`src/rtl/wb_commit_if.sv`:
```
// Bundle of MM2->WB pipeline register outputs plus the stage's back-pressure signal.
interface wb_commit_if;
  logic        wb_valid;
  logic        flush;
  logic        wb_ready;
  logic [31:0] wb_exe_out;
  logic [31:0] wb_rdata;
  logic [1:0]  wb_mm_access_sz;
  logic [7:0]  wb_op;
  logic [3:0]  wb_op_type;
  logic [4:0]  wb_reg_d;
  logic        wb_reg_d_wen;
  logic [31:0] wb_pc;
  logic [13:0] wb_csr_addr;
  logic [31:0] wb_csr_wdata;
  logic [31:0] wb_csr_wmask;

  modport master (
    output wb_valid, flush, wb_exe_out, wb_rdata, wb_mm_access_sz, wb_op,
           wb_op_type, wb_reg_d, wb_reg_d_wen, wb_pc, wb_csr_addr,
           wb_csr_wdata, wb_csr_wmask,
    input  wb_ready
  );

  modport slave (
    input  wb_valid, flush, wb_exe_out, wb_rdata, wb_mm_access_sz, wb_op,
           wb_op_type, wb_reg_d, wb_reg_d_wen, wb_pc, wb_csr_addr,
           wb_csr_wdata, wb_csr_wmask,
    output wb_ready
  );
endinterface

```
`src/rtl/wb_commit.sv`:
```
// Writeback/commit stage: load align/extend, GPR write, 3-cycle masked CSR read-modify-write,
// retire counter. Define WB_TRACE_EN to add the retire trace port.
module wb_commit #(
  parameter logic [3:0] OPT_LOAD = 4'h2,
  parameter logic [3:0] OPT_CSR  = 4'h6,
  parameter int         CNT_W    = 64
) (
  input  logic              clk,
  input  logic              rst_n,
  wb_commit_if.slave        wb,
  output logic              csr_re,
  output logic [13:0]       csr_raddr,
  input  logic [31:0]       csr_rdata,
  output logic              csr_we,
  output logic [13:0]       csr_waddr,
  output logic [31:0]       csr_wdata,
  output logic              rf_we,
  output logic [4:0]        rf_waddr,
  output logic [31:0]       rf_wdata,
  output logic [CNT_W-1:0]  retire_cnt
`ifdef WB_TRACE_EN
  ,
  output logic              trace_valid,
  output logic [31:0]       trace_pc,
  output logic              trace_wen,
  output logic [4:0]        trace_waddr,
  output logic [31:0]       trace_wdata
`endif
);

  localparam logic [1:0] S_IDLE   = 2'd0;
  localparam logic [1:0] S_CSR_RD = 2'd1;
  localparam logic [1:0] S_CSR_WR = 2'd2;

  logic [1:0]       state_q, state_d;
  logic             ready_q, ready_d;
  logic             csr_re_q, csr_re_d;
  logic [13:0]      csr_raddr_q, csr_raddr_d;
  logic             csr_we_q, csr_we_d;
  logic [13:0]      csr_waddr_q, csr_waddr_d;
  logic [31:0]      csr_wdata_q, csr_wdata_d;
  logic             rf_we_q, rf_we_d;
  logic [4:0]       rf_waddr_q, rf_waddr_d;
  logic [31:0]      rf_wdata_q, rf_wdata_d;
  logic [CNT_W-1:0] cnt_q, cnt_d;
  logic [31:0]      lat_wdata_q, lat_wdata_d;
  logic [31:0]      lat_wmask_q, lat_wmask_d;
  logic [4:0]       lat_reg_d_q, lat_reg_d_d;
  logic             lat_wen_q, lat_wen_d;
`ifdef WB_TRACE_EN
  logic [31:0]      lat_pc_q, lat_pc_d;
  logic             trace_valid_q, trace_valid_d;
  logic [31:0]      trace_pc_q, trace_pc_d;
  logic             trace_wen_q, trace_wen_d;
  logic [4:0]       trace_waddr_q, trace_waddr_d;
  logic [31:0]      trace_wdata_q, trace_wdata_d;
  logic             unused_bits;
  assign unused_bits = ^wb.wb_op[7:1];
`else
  logic             unused_bits;
  assign unused_bits = ^{wb.wb_op[7:1], wb.wb_pc};
`endif

  logic        accept;
  logic        is_csr;
  logic        is_load;
  logic [15:0] shifted;
  logic [31:0] load_val;

  assign accept  = wb.wb_valid & ready_q & ~wb.flush;
  assign is_csr  = (wb.wb_op_type == OPT_CSR);
  assign is_load = (wb.wb_op_type == OPT_LOAD);

  // Word accesses ignore the byte offset; sub-word accesses take the shifted low lane.
  always_comb begin
    shifted = 16'(wb.wb_rdata >> {wb.wb_exe_out[1:0], 3'b000});
    case (wb.wb_mm_access_sz)
      2'b00:   load_val = wb.wb_op[0] ? {24'h0, shifted[7:0]}
                                      : {{24{shifted[7]}}, shifted[7:0]};
      2'b01:   load_val = wb.wb_op[0] ? {16'h0, shifted}
                                      : {{16{shifted[15]}}, shifted};
      default: load_val = wb.wb_rdata;
    endcase
  end

  always_comb begin
    state_d     = state_q;
    ready_d     = ready_q;
    csr_re_d    = 1'b0;
    csr_raddr_d = csr_raddr_q;
    csr_we_d    = 1'b0;
    csr_waddr_d = csr_waddr_q;
    csr_wdata_d = csr_wdata_q;
    rf_we_d     = 1'b0;
    rf_waddr_d  = rf_waddr_q;
    rf_wdata_d  = rf_wdata_q;
    cnt_d       = cnt_q;
    lat_wdata_d = lat_wdata_q;
    lat_wmask_d = lat_wmask_q;
    lat_reg_d_d = lat_reg_d_q;
    lat_wen_d   = lat_wen_q;
`ifdef WB_TRACE_EN
    lat_pc_d      = lat_pc_q;
    trace_valid_d = 1'b0;
    trace_pc_d    = trace_pc_q;
    trace_wen_d   = trace_wen_q;
    trace_waddr_d = trace_waddr_q;
    trace_wdata_d = trace_wdata_q;
`endif

    case (state_q)
      S_IDLE: begin
        if (accept) begin
          if (is_csr) begin
            state_d     = S_CSR_RD;
            ready_d     = 1'b0;
            csr_re_d    = 1'b1;
            csr_raddr_d = wb.wb_csr_addr;
            lat_wdata_d = wb.wb_csr_wdata;
            lat_wmask_d = wb.wb_csr_wmask;
            lat_reg_d_d = wb.wb_reg_d;
            lat_wen_d   = wb.wb_reg_d_wen;
`ifdef WB_TRACE_EN
            lat_pc_d    = wb.wb_pc;
`endif
          end else begin
            rf_we_d    = wb.wb_reg_d_wen & (wb.wb_reg_d != 5'd0);
            rf_waddr_d = wb.wb_reg_d;
            rf_wdata_d = is_load ? load_val : wb.wb_exe_out;
            cnt_d      = cnt_q + CNT_W'(1);
`ifdef WB_TRACE_EN
            trace_valid_d = 1'b1;
            trace_pc_d    = wb.wb_pc;
            trace_wen_d   = rf_we_d;
            trace_waddr_d = rf_waddr_d;
            trace_wdata_d = rf_wdata_d;
`endif
          end
        end
      end
      S_CSR_RD: begin
        state_d = S_CSR_WR;
      end
      S_CSR_WR: begin
        // csr_rdata answers the read strobe issued one cycle earlier.
        csr_we_d    = (lat_wmask_q != 32'h0);
        csr_waddr_d = csr_raddr_q;
        csr_wdata_d = (csr_rdata & ~lat_wmask_q) | (lat_wdata_q & lat_wmask_q);
        rf_we_d     = lat_wen_q & (lat_reg_d_q != 5'd0);
        rf_waddr_d  = lat_reg_d_q;
        rf_wdata_d  = csr_rdata;
        cnt_d       = cnt_q + CNT_W'(1);
        state_d     = S_IDLE;
        ready_d     = 1'b1;
`ifdef WB_TRACE_EN
        trace_valid_d = 1'b1;
        trace_pc_d    = lat_pc_q;
        trace_wen_d   = rf_we_d;
        trace_waddr_d = rf_waddr_d;
        trace_wdata_d = rf_wdata_d;
`endif
      end
      default: begin
        state_d = S_IDLE;
        ready_d = 1'b1;
      end
    endcase
  end

  always_ff @(posedge clk) begin
    if (!rst_n) begin
      state_q     <= S_IDLE;
      ready_q     <= 1'b1;
      csr_re_q    <= 1'b0;
      csr_raddr_q <= '0;
      csr_we_q    <= 1'b0;
      csr_waddr_q <= '0;
      csr_wdata_q <= '0;
      rf_we_q     <= 1'b0;
      rf_waddr_q  <= '0;
      rf_wdata_q  <= '0;
      cnt_q       <= '0;
      lat_wdata_q <= '0;
      lat_wmask_q <= '0;
      lat_reg_d_q <= '0;
      lat_wen_q   <= 1'b0;
`ifdef WB_TRACE_EN
      lat_pc_q      <= '0;
      trace_valid_q <= 1'b0;
      trace_pc_q    <= '0;
      trace_wen_q   <= 1'b0;
      trace_waddr_q <= '0;
      trace_wdata_q <= '0;
`endif
    end else begin
      state_q     <= state_d;
      ready_q     <= ready_d;
      csr_re_q    <= csr_re_d;
      csr_raddr_q <= csr_raddr_d;
      csr_we_q    <= csr_we_d;
      csr_waddr_q <= csr_waddr_d;
      csr_wdata_q <= csr_wdata_d;
      rf_we_q     <= rf_we_d;
      rf_waddr_q  <= rf_waddr_d;
      rf_wdata_q  <= rf_wdata_d;
      cnt_q       <= cnt_d;
      lat_wdata_q <= lat_wdata_d;
      lat_wmask_q <= lat_wmask_d;
      lat_reg_d_q <= lat_reg_d_d;
      lat_wen_q   <= lat_wen_d;
`ifdef WB_TRACE_EN
      lat_pc_q      <= lat_pc_d;
      trace_valid_q <= trace_valid_d;
      trace_pc_q    <= trace_pc_d;
      trace_wen_q   <= trace_wen_d;
      trace_waddr_q <= trace_waddr_d;
      trace_wdata_q <= trace_wdata_d;
`endif
    end
  end

  assign wb.wb_ready  = ready_q;
  assign csr_re       = csr_re_q;
  assign csr_raddr    = csr_raddr_q;
  assign csr_we       = csr_we_q;
  assign csr_waddr    = csr_waddr_q;
  assign csr_wdata    = csr_wdata_q;
  assign rf_we        = rf_we_q;
  assign rf_waddr     = rf_waddr_q;
  assign rf_wdata     = rf_wdata_q;
  assign retire_cnt   = cnt_q;
`ifdef WB_TRACE_EN
  assign trace_valid  = trace_valid_q;
  assign trace_pc     = trace_pc_q;
  assign trace_wen    = trace_wen_q;
  assign trace_waddr  = trace_waddr_q;
  assign trace_wdata  = trace_wdata_q;
`endif

endmodule

```
`src/flat_wrapper.sv`:
```
// flat-port wrapper written by rule: the top's interface ports become plain ports
module wb_commit_flat 
#(
  parameter logic [3:0] OPT_LOAD = 4'h2,
  parameter logic [3:0] OPT_CSR  = 4'h6,
  parameter int         CNT_W    = 64
)
  (clk, rst_n, csr_re, csr_raddr, csr_rdata, csr_we, csr_waddr, csr_wdata, rf_we, rf_waddr, rf_wdata, retire_cnt, wb_wb_valid, wb_flush, wb_wb_exe_out, wb_wb_rdata, wb_wb_mm_access_sz, wb_wb_op, wb_wb_op_type, wb_wb_reg_d, wb_wb_reg_d_wen, wb_wb_pc, wb_wb_csr_addr, wb_wb_csr_wdata, wb_wb_csr_wmask, wb_wb_ready);
  wb_commit_if wb_i ();
  input  logic clk;
  input  logic rst_n;
  output logic csr_re;
  output logic [13:0] csr_raddr;
  input  logic [31:0] csr_rdata;
  output logic csr_we;
  output logic [13:0] csr_waddr;
  output logic [31:0] csr_wdata;
  output logic rf_we;
  output logic [4:0] rf_waddr;
  output logic [31:0] rf_wdata;
  output logic [CNT_W-1:0] retire_cnt;
  input wire logic [$bits(wb_i.wb_valid)-1:0] wb_wb_valid;
  input wire logic [$bits(wb_i.flush)-1:0] wb_flush;
  input wire logic [$bits(wb_i.wb_exe_out)-1:0] wb_wb_exe_out;
  input wire logic [$bits(wb_i.wb_rdata)-1:0] wb_wb_rdata;
  input wire logic [$bits(wb_i.wb_mm_access_sz)-1:0] wb_wb_mm_access_sz;
  input wire logic [$bits(wb_i.wb_op)-1:0] wb_wb_op;
  input wire logic [$bits(wb_i.wb_op_type)-1:0] wb_wb_op_type;
  input wire logic [$bits(wb_i.wb_reg_d)-1:0] wb_wb_reg_d;
  input wire logic [$bits(wb_i.wb_reg_d_wen)-1:0] wb_wb_reg_d_wen;
  input wire logic [$bits(wb_i.wb_pc)-1:0] wb_wb_pc;
  input wire logic [$bits(wb_i.wb_csr_addr)-1:0] wb_wb_csr_addr;
  input wire logic [$bits(wb_i.wb_csr_wdata)-1:0] wb_wb_csr_wdata;
  input wire logic [$bits(wb_i.wb_csr_wmask)-1:0] wb_wb_csr_wmask;
  output wire logic [$bits(wb_i.wb_ready)-1:0] wb_wb_ready;
  assign wb_i.wb_valid = wb_wb_valid;
  assign wb_i.flush = wb_flush;
  assign wb_i.wb_exe_out = wb_wb_exe_out;
  assign wb_i.wb_rdata = wb_wb_rdata;
  assign wb_i.wb_mm_access_sz = wb_wb_mm_access_sz;
  assign wb_i.wb_op = wb_wb_op;
  assign wb_i.wb_op_type = wb_wb_op_type;
  assign wb_i.wb_reg_d = wb_wb_reg_d;
  assign wb_i.wb_reg_d_wen = wb_wb_reg_d_wen;
  assign wb_i.wb_pc = wb_wb_pc;
  assign wb_i.wb_csr_addr = wb_wb_csr_addr;
  assign wb_i.wb_csr_wdata = wb_wb_csr_wdata;
  assign wb_i.wb_csr_wmask = wb_wb_csr_wmask;
  assign wb_wb_ready = wb_i.wb_ready;
  wb_commit #(.OPT_LOAD(OPT_LOAD), .OPT_CSR(OPT_CSR), .CNT_W(CNT_W)) u_core (.clk(clk), .rst_n(rst_n), .wb(wb_i), .csr_re(csr_re), .csr_raddr(csr_raddr), .csr_rdata(csr_rdata), .csr_we(csr_we), .csr_waddr(csr_waddr), .csr_wdata(csr_wdata), .rf_we(rf_we), .rf_waddr(rf_waddr), .rf_wdata(rf_wdata), .retire_cnt(retire_cnt));
endmodule
```
`config.mk`:
```
export PLATFORM = sky130hd
export DESIGN_NAME = wb_commit_flat
export DESIGN_NICKNAME = d
export VERILOG_FILES = /design/src/rtl/wb_commit_if.sv /design/src/rtl/wb_commit.sv /design/src/flat_wrapper.sv
export SDC_FILE = /design/constraint.sdc
export NUM_CORES = 1
export LEC_CHECK = 0
export ABC_AREA = 1
export BUFFER_PORTS_ARGS = -buffer_cell sky130_fd_sc_hd__buf_2
export CORE_ASPECT_RATIO = 0.9
export CORE_UTILIZATION = 30
export CTS_BUF_LIST = sky130_fd_sc_hd__clkbuf_2 sky130_fd_sc_hd__clkbuf_4 sky130_fd_sc_hd__clkbuf_8
export CTS_CLUSTER_DIAMETER = 150
export CTS_CLUSTER_SIZE = 16
export DETAILED_ROUTE_END_ITERATION = 8
export SKIP_CTS_REPAIR_TIMING = 1
export SLEW_MARGIN = 20
export SYNTH_ARGS = -nofsm -noshare
export SYNTH_HDL_FRONTEND = slang
export SYNTH_SLANG_ARGS = --single-unit
```
`constraint.sdc`:
```
create_clock -name clk -period 2.1 [get_ports clk]
set_clock_uncertainty 0.1 [all_clocks]
set_input_delay 0.42 -clock clk [delete_from_list [all_inputs] [get_ports clk]]
set_output_delay 0.42 -clock clk [all_outputs]
set_load 0.05 [all_outputs]
```
After elaboration in Yosys (flattened, before gate mapping) --
Index checks and enable logic that the tools add are counted. Widths: inputs -> output; s select.
Storage, ports and cells: latch bits 0, memory bits (writable) 0, register bits after elaboration 237, bits in read-only memories 0, word-level logic and storage cells 70, memories 0
Cells by class: $lt $le $gt $ge 0, add/subtract/negate cells 1, div/mod/pow operators 0, reduce and logical (&&, ||, !) cells 12, eq/ne operators 8, multiply operators 0, muxes and demuxes 23, bitwise operators 10, shifts and indexed selects 1
Operator list (number):
- $mux 32 | 5
- $mux 64 | 2
- $pmux 32 s2 | 2
- $pmux 64 s2 | 1
- $add 64x1->64 const B | 1
- $and 32x32->32 | 2
- $not 32->32 | 1
- $or 32x32->32 | 1
- $reduce_bool 32->1 | 1
- $shr 32x5->16 | 1
- $reduce_and 3->1 | 4
- $mux 5 | 2
- $pmux 5 s2 | 1
- $reduce_bool 5->1 | 2
- $mux 1 | 5
- $and 1x1->1 | 4
- $eq 2x1->1 const B | 2
- $eq 4x2->1 const B | 1
- $eq 4x3->1 const B | 1
- $logic_not 2->1 | 2
- $mux 2 | 2
- $ne 2x1->1 const B | 2
- $pmux 1 s2 | 2
- $pmux 2 s2 | 1
- other kinds (5) | 7

Logic depth before layout (Yosys ltp) --
Gate-level depths: netlist of the first run.
word-level depth 7, depth in mapped cells 12, mapped depth without buffers 11

Worst setup path before layout of the first run --
OpenSTA, ideal clock, no wires.
path kind register -> register, from reg u_core.cnt_q[0], in the netlist u_core.retire_cnt[0], to reg u_core.cnt_q[60], in the netlist u_core.retire_cnt[60], path slack 0.023 ns, arrival time 1.845 ns, path buffers 0, clock period less this slack 2.077 ns, cell stages (with the launch flop) 11, cell sequence dfxtp_1 ha_1 inv_2 nor2_4 inv_2 nor2_1 nand2_1 o21ai_0 nand2_1 nand2_1 a21oi_1
Between the ends: word-level cells in the longest chain between the ends 4
Ends and longest elaborated chain:
- from (decl) | line wb_commit.sv:45 | logic [CNT_W-1:0] cnt_q, cnt_d;
- from (signal assigned) | line wb_commit.sv:206 | cnt_q <= cnt_d;
- $add 64x1->64 (*) | line wb_commit.sv:130, wb_commit.sv:152
- $mux 64 | line wb_commit.sv:114 | if (is_csr) begin
- $mux 64 | line wb_commit.sv:113 | if (accept) begin
- $pmux 64 s2 (*) | line wb_commit.sv:111 | case (state_q)
Mark *: on every way between the ends. The rest lies on a longest branch, timed or not. The select of a mux whose other input is x is not followed. A chain may end at the register's enable or synchronous reset.

Final worst setup path of the first run --
from reg u_core.cnt_q[55], in the netlist u_core.retire_cnt[55], to out retire_cnt[55]
RTL lines:
- to (decl) | line flat_wrapper.sv:21 | output logic [CNT_W-1:0] retire_cnt;
No word-level cell between the ends.

==> results of run 1 <==
-- routing by layer --
| metal | global-route usage, % | up-vias | share of wire (%) |
|---|---|---|---|
| met2 | 34.82 | 475 | 43 |
| met1 | 31.47 | 6377 | 46 |
| met5 | 0 | - | 0.050 |
| met3 | 5.138 | 90 | 7.6 |
| li1 | - | 6788 | - |
| met4 | 7.804 | 4 | 3.4 |
-- cell type report --
cell class | instances | area, sq um
diodes | 15 | 37.54
clock inverters | 1 | 5.005
well taps | 525 | 656.9
repair buffers | 464 | 2815
clock buffers | 19 | 261.5
inverters | 100 | 379.1
multi-input cells | 1416 | 6326
fillers | 4183 | 23480
flip-flops and latches | 237 | 4755
-- final timing paths --
kind | cells past startpoint | slack, ns | startpoint | end
hold reg to reg | 2 | 0.37 | u_core.rf_wdata[4] | u_core.rf_wdata[4]
setup / recovery | 2 | 0.08 | u_core.retire_cnt[55] | retire_cnt[55]
setup reg to reg | 9 | 0.13 | u_core.retire_cnt[30] | u_core.retire_cnt[61]
hold / removal | 3 | -0.02 | wb_wb_csr_wdata[29] | u_core.lat_wdata_q[29]
-- where the power goes --
| group | switching, mW | leakage (nW) | total [mW] | internal (mW) |
|---|---|---|---|---|
| logic | 0.744 | 4.74 | 1.15 | 0.410 |
| registers | 0.0377 | 1.92 | 4.60 | 4.57 |
| clock network | 1.59 | 0.141 | 2.42 | 0.821 |
| total | 2.38 | 6.80 | 8.17 | 5.80 |
-- synthesized netlist by cell type (4+ instances only) --
cell type	number	share of area, %
o21ai_1	9	0.38
xnor2_1	15	1.1
inv_1	90	2.8
clkbuf_1	58	1.8
xor2_1	4	0.29
inv_2	9	0.28
nand4_1	27	1.4
o21ai_0	194	8.2
buf_4	9	0.57
nor2_1	320	10
a21oi_1	230	9.7
nand3_1	75	3.2
buf_6	4	0.38
buf_1	4	0.13
a31oi_1	6	0.32
nor3_1	5	0.21
dfxtp_1	237	40
buf_2	23	0.97
nor2_2	14	0.74
or2_2	10	0.53
nand2_1	488	15
-- kinds of logic (layout without fill, tap and decap cells) --
family	Yosys count	after routing	synth area share, %
fa+ha+maj	1	1	0.1053
flops	237	237	39.92
compound gates	443	443	18.89
simple gates	953	953	32.63
other cells	0	15	0
xor+xnor	19	19	1.400
buf+inv	198	584	7.054
-- critical path, delay by kind of cell, from the launching register on --
family   cells  cell delay, ns
buf+inv      2            0.48
flops        1            0.45
-- flip-flops by register name, summed over array words and instances (netlist names), 2 cells and up --
| register | flops |
|---|---|
| u_core.csr_raddr | 14 |
| u_core.csr_waddr | 14 |
| u_core.lat_wdata_q | 32 |
| u_core.csr_wdata | 32 |
| u_core.lat_wmask_q | 32 |
| u_core.rf_waddr | 5 |
| u_core.retire_cnt | 64 |
| u_core.state_q | 2 |
| u_core.rf_wdata | 32 |
| u_core.lat_reg_d_q | 5 |
==> flow_summary.toml, run 1 <==
[place]
dpl_cell_area_sq_um = 14590
pre_cts_ws_ns = 0.1186
gpl.final_weighted_congestion = 0.9479
numPortBuffers = 355
dpl.cell_count = 2710
detailedPlacementHpwl_microns = 36410

[layout]
fin_cells = 2777
layout_commonest_cell = "nand2_1"
finish.instance_area_sq_um = 15240
design.final.nets = 2468
final_cell_mix = "486 x nand2_1, 354 x buf_2, 316 x nor2_1"
final_layout_size_suffix_gt1_share_pct = 22.93
area_delta_synth_final_pct = 28.21
final_util_pct = 39.36

[pwr]
power_density_nw_per_um2 = 536.4
total_power_mw = 8.172
max-vdd-ir-drop_uv = 475.3
total_leakage_power_nw = 6.797

[timing]
rsz_0062_raised_after_global_routing = "false"
setup-violations-final = 0
min_period_ns = 2.019
post-route-worst-setup-slack_ns = 0.08112
clock.fmax_ghz = 0.4953
final.setup.tns_ns = 0
fin_crit_sh_pct = 96.14
report.final.hold_viol_count = 5
worst_slew_pin_slew_ns = 0.5182
slew_headroom_pct = 65.13
fin_hold_ws_ns = -0.01727
maxSlewViolCount = 0

[global_routing]
grt_antenna_before_repair = 17
grt_pass1_wl_microns = 71440
grt_remaining_overflow = 0
first_global_vias = 12520
track_usage_pct = 22.83
grt_start_max_net_pins = 106

[floorplanning]
floorplan.core_area_sq_um = 38710
chipWidth_microns = 211.8
floorplan.die.height_microns = 190.8
design.portCount = 395
initial_core_util_pct = 30.70
die_outline_area_sq_um = 40410
floorplan.rows = 68

[cts]
tritoncts = "yes"
cts_inserted_buffers = 18
clk-insertion-delay-late_ns = 0.57
cts_max_path_buffers = 3
number_of_h_tree_levels = 1
numClockSinks = 237
clk_transition_reported_paths_ns = 0.13
root_buffer = "clkbuf_8"

[synthesis]
synth_top_flop_cell = "dfxtp_1"
synth_nets = 2082
syn_inst = 1851
synth-seq-area-share_pct = 39.92
synth_seq_cells = 237
synth_async_sr_flop_share_pct = 0
syn_avg_cell_area_sq_um = 6.420
synth-warning-count = 0
synth-edff-count = 0
netlist-cell-type-count = 33
synth.cell_area_sq_um = 11880

[setup_path]
worstSetupEndpointType = "output port"
crit_path_max_incr_delay_ns = 0.45
critical_path.max_fanout = 5
worstPathArrival_ns = 1.50
crit_path_cell_trace = "buf_4 > buf_2"
crit_slowest_cell = "dfxtp_1"
criticalPathCategory = "flip-flop to output port"
required_ns = 1.58
critical_path.startpoint_type = "flip-flop"

[drt]
routed_via_density = 4.946
dr_total_vias = 13730
drc = 0
drt_iter0_drc = 1001
antenna_left = 0
total_iterations_of_the_first_detailed_routing_run = 5
per_cell_routed_wire_length_microns = 17.24
routed_wl_microns = 47870

[flow_run]
cap_violations = 0

[run_status]
status = "finished, violations left"
failed_checks = "negative hold slack"

[hold_path]
hold_class = "input pin to flip-flop"
(Power assumes the default switching activity.)
==> run 2: changes to the inputs <==
--- a/config.mk
+++ b/config.mk
@@ -8,11 +8,12 @@
 export ABC_AREA = 1
 export BUFFER_PORTS_ARGS = -buffer_cell sky130_fd_sc_hd__buf_2
 export CORE_ASPECT_RATIO = 0.9
-export CORE_UTILIZATION = 30
-export CTS_BUF_LIST = sky130_fd_sc_hd__clkbuf_2 sky130_fd_sc_hd__clkbuf_4 sky130_fd_sc_hd__clkbuf_8
+export CORE_UTILIZATION = 53
+export CTS_BUF_LIST = sky130_fd_sc_hd__clkbuf_2
 export CTS_CLUSTER_DIAMETER = 150
 export CTS_CLUSTER_SIZE = 16
 export DETAILED_ROUTE_END_ITERATION = 8
+export PLACE_DENSITY = 0.83
 export SKIP_CTS_REPAIR_TIMING = 1
 export SLEW_MARGIN = 20
 export SYNTH_ARGS = -nofsm -noshare
==> run 2 against run 1 <==
Compared with the run above: the flow finishes with violations (negative hold slack, negative setup slack); combinational power grew 29%; hold slack lost 0.068 ns; final cell count shrank 4.4%; clock power shrank 27%; via count grew 12%; fmax shrank 5.6%; first-iteration DRC count grew 90%; critical path depth shrank 1.
==> flow_summary.toml, run 2 (synthesis results as in run 1) <==
[run_status]
status = "finished, violations left"
failed_checks = "negative hold slack, negative setup slack"

[timing]
worst_slew_pin_slew_ns = 0.5787
fin_crit_sh_pct = 101.8
setup-violations-final = 8
maxSlewViolCount = 0
post-route-worst-setup-slack_ns = -0.03863
slew_headroom_pct = 61.06
fin_hold_ws_ns = -0.08540
min_period_ns = 2.139
report.final.hold_viol_count = 8
final.setup.tns_ns = -0.1229
clock.fmax_ghz = 0.4676

[setup_path]
crit_slowest_cell = "dfxtp_1"
required_ns = 1.58
criticalPathCategory = "flip-flop to output port"
crit_path_max_incr_delay_ns = 0.45
worstPathArrival_ns = 1.62
cpLargestDelayFamily = "flip-flops"
worstSetupEndpointType = "output port"
worstPathBufferInverterCount = 1
critical_path.max_fanout = 2
critical_path.startpoint_type = "flip-flop"
crit_path_cell_trace = "clkbuf_4"

[cts]
clk_transition_reported_paths_ns = 0.42
numClockSinks = 237
root_buffer = "clkbuf_2"
cts_max_path_buffers = 3
cts_inserted_buffers = 18
tritoncts = "yes"
number_of_h_tree_levels = 1
clk-insertion-delay-late_ns = 0.93

[layout]
design.final.nets = 2592
final_layout_size_suffix_gt1_share_pct = 23.89
layout_commonest_cell = "nand2_1"
final_cell_mix = "488 x nand2_1, 320 x nor2_1, 253 x buf_2"
area_delta_synth_final_pct = 39.13
largest_register_ff_count = 64

[global_routing]
track_usage_pct = 37.09
grt_remaining_overflow = 0
grt_antenna_before_repair = 3
grt_pass1_wl_microns = 67310
first_global_vias = 12270
grt_start_max_net_pins = 79

[drt]
antenna_left = 0
routed_wl_microns = 51960
dr_total_vias = 15380
total_iterations_of_the_first_detailed_routing_run = 6
routed_via_density = 5.795
drt_iter0_drc = 1899
drc = 0
per_cell_routed_wire_length_microns = 19.58

[pwr]
max-vdd-ir-drop_uv = 538.1
total_leakage_power_nw = 7.271
total_power_mw = 7.833
power_density_nw_per_um2 = 473.7

[floorplanning]
floorplan.core_area_sq_um = 21820
floorplan.die.height_microns = 144.1
initial_core_util_pct = 54.45
chipWidth_microns = 159.8
floorplan.rows = 51
design.portCount = 395
die_outline_area_sq_um = 23030

[place]
gpl.final_weighted_congestion = 0.9628
numPortBuffers = 355
detailedPlacementHpwl_microns = 33810

[flow_run]
cap_violations = 0

[hold_path]
hold_class = "input pin to flip-flop"
==> run 2: cell types whose count changed in the layout (fill, tap and decap cells not counted), moves of 4 or more <==
cell           before  now
clkbuf_2            0   19
dfxtp_2             8   43
nor2_2             17   13
buf_2             354  253
buf_8               0    4
nor2_1            316  320
buf_6               0    6
buf_12             11   16
clkbuf_4            0   78
diode_2            15    2
dlygate4sd3_1      32  167
dfxtp_1           229  161
clkbuf_8           19    0
dfxtp_4             0   33
==> run 2: per-layer routing <==
metal  up-vias  share of wire, %  track usage [%]
li1       7034                 -                -
met3       260                10            7.456
met2      1072                47            62.70
met1      7013                38            47.06
met4         2               5.8            13.83
met5         -             0.029                0
==> run 2: cell type report <==
class                           instances  area (sq um)
Inverter                              100         380.4
Clock buffer                           19         95.09
Multi-Input combinational cell       1416          6311
Clock inverter                          1         5.005
Timing Repair Buffer                  588          4452
Antenna cell                            2         5.005
Fill cell                            1668          5289
Sequential cell                       237          4922
Tap cell                              291         364.1
==> run 2: stage by stage <==
stage	cell area (sq um)	hold slack [ns]	worst slack, ns	std cells	util, %
after global placement	14210	0.3477	0.1299	2456	65.10
after floorplan	11880	0.3442	0.02303	1851	-
after detailed placement	14210	0.3547	0.07138	2456	65.10
after global routing	16530	-0.04572	-0.07588	2654	75.77
after CTS	14310	-0.3608	-0.2282	2476	65.56
final	16530	-0.08540	-0.03863	2654	75.77
==> run 2: final timing paths <==
path / start / to / slack, ns / cells past startpoint
setup / recovery: u_core.rf_wdata[21] / rf_wdata[21] / -0.04 / 1
hold / removal: wb_wb_rdata[3] / u_core.rf_wdata[3] / -0.09 / 5
setup reg to reg: u_core.state_q[0] / u_core.rf_waddr[3] / 0.06 / 7
hold reg to reg: u_core.csr_raddr[11] / u_core.csr_waddr[11] / 0.38 / 2
==> run 2: power breakdown <==
group / total [mW] / leakage (nW) / internal (mW) / switching [mW]
logic: 1.48 / 5.23 / 0.610 / 0.868
clock network: 1.76 / 0.0828 / 0.238 / 1.52
registers: 4.60 / 1.96 / 4.55 / 0.0492
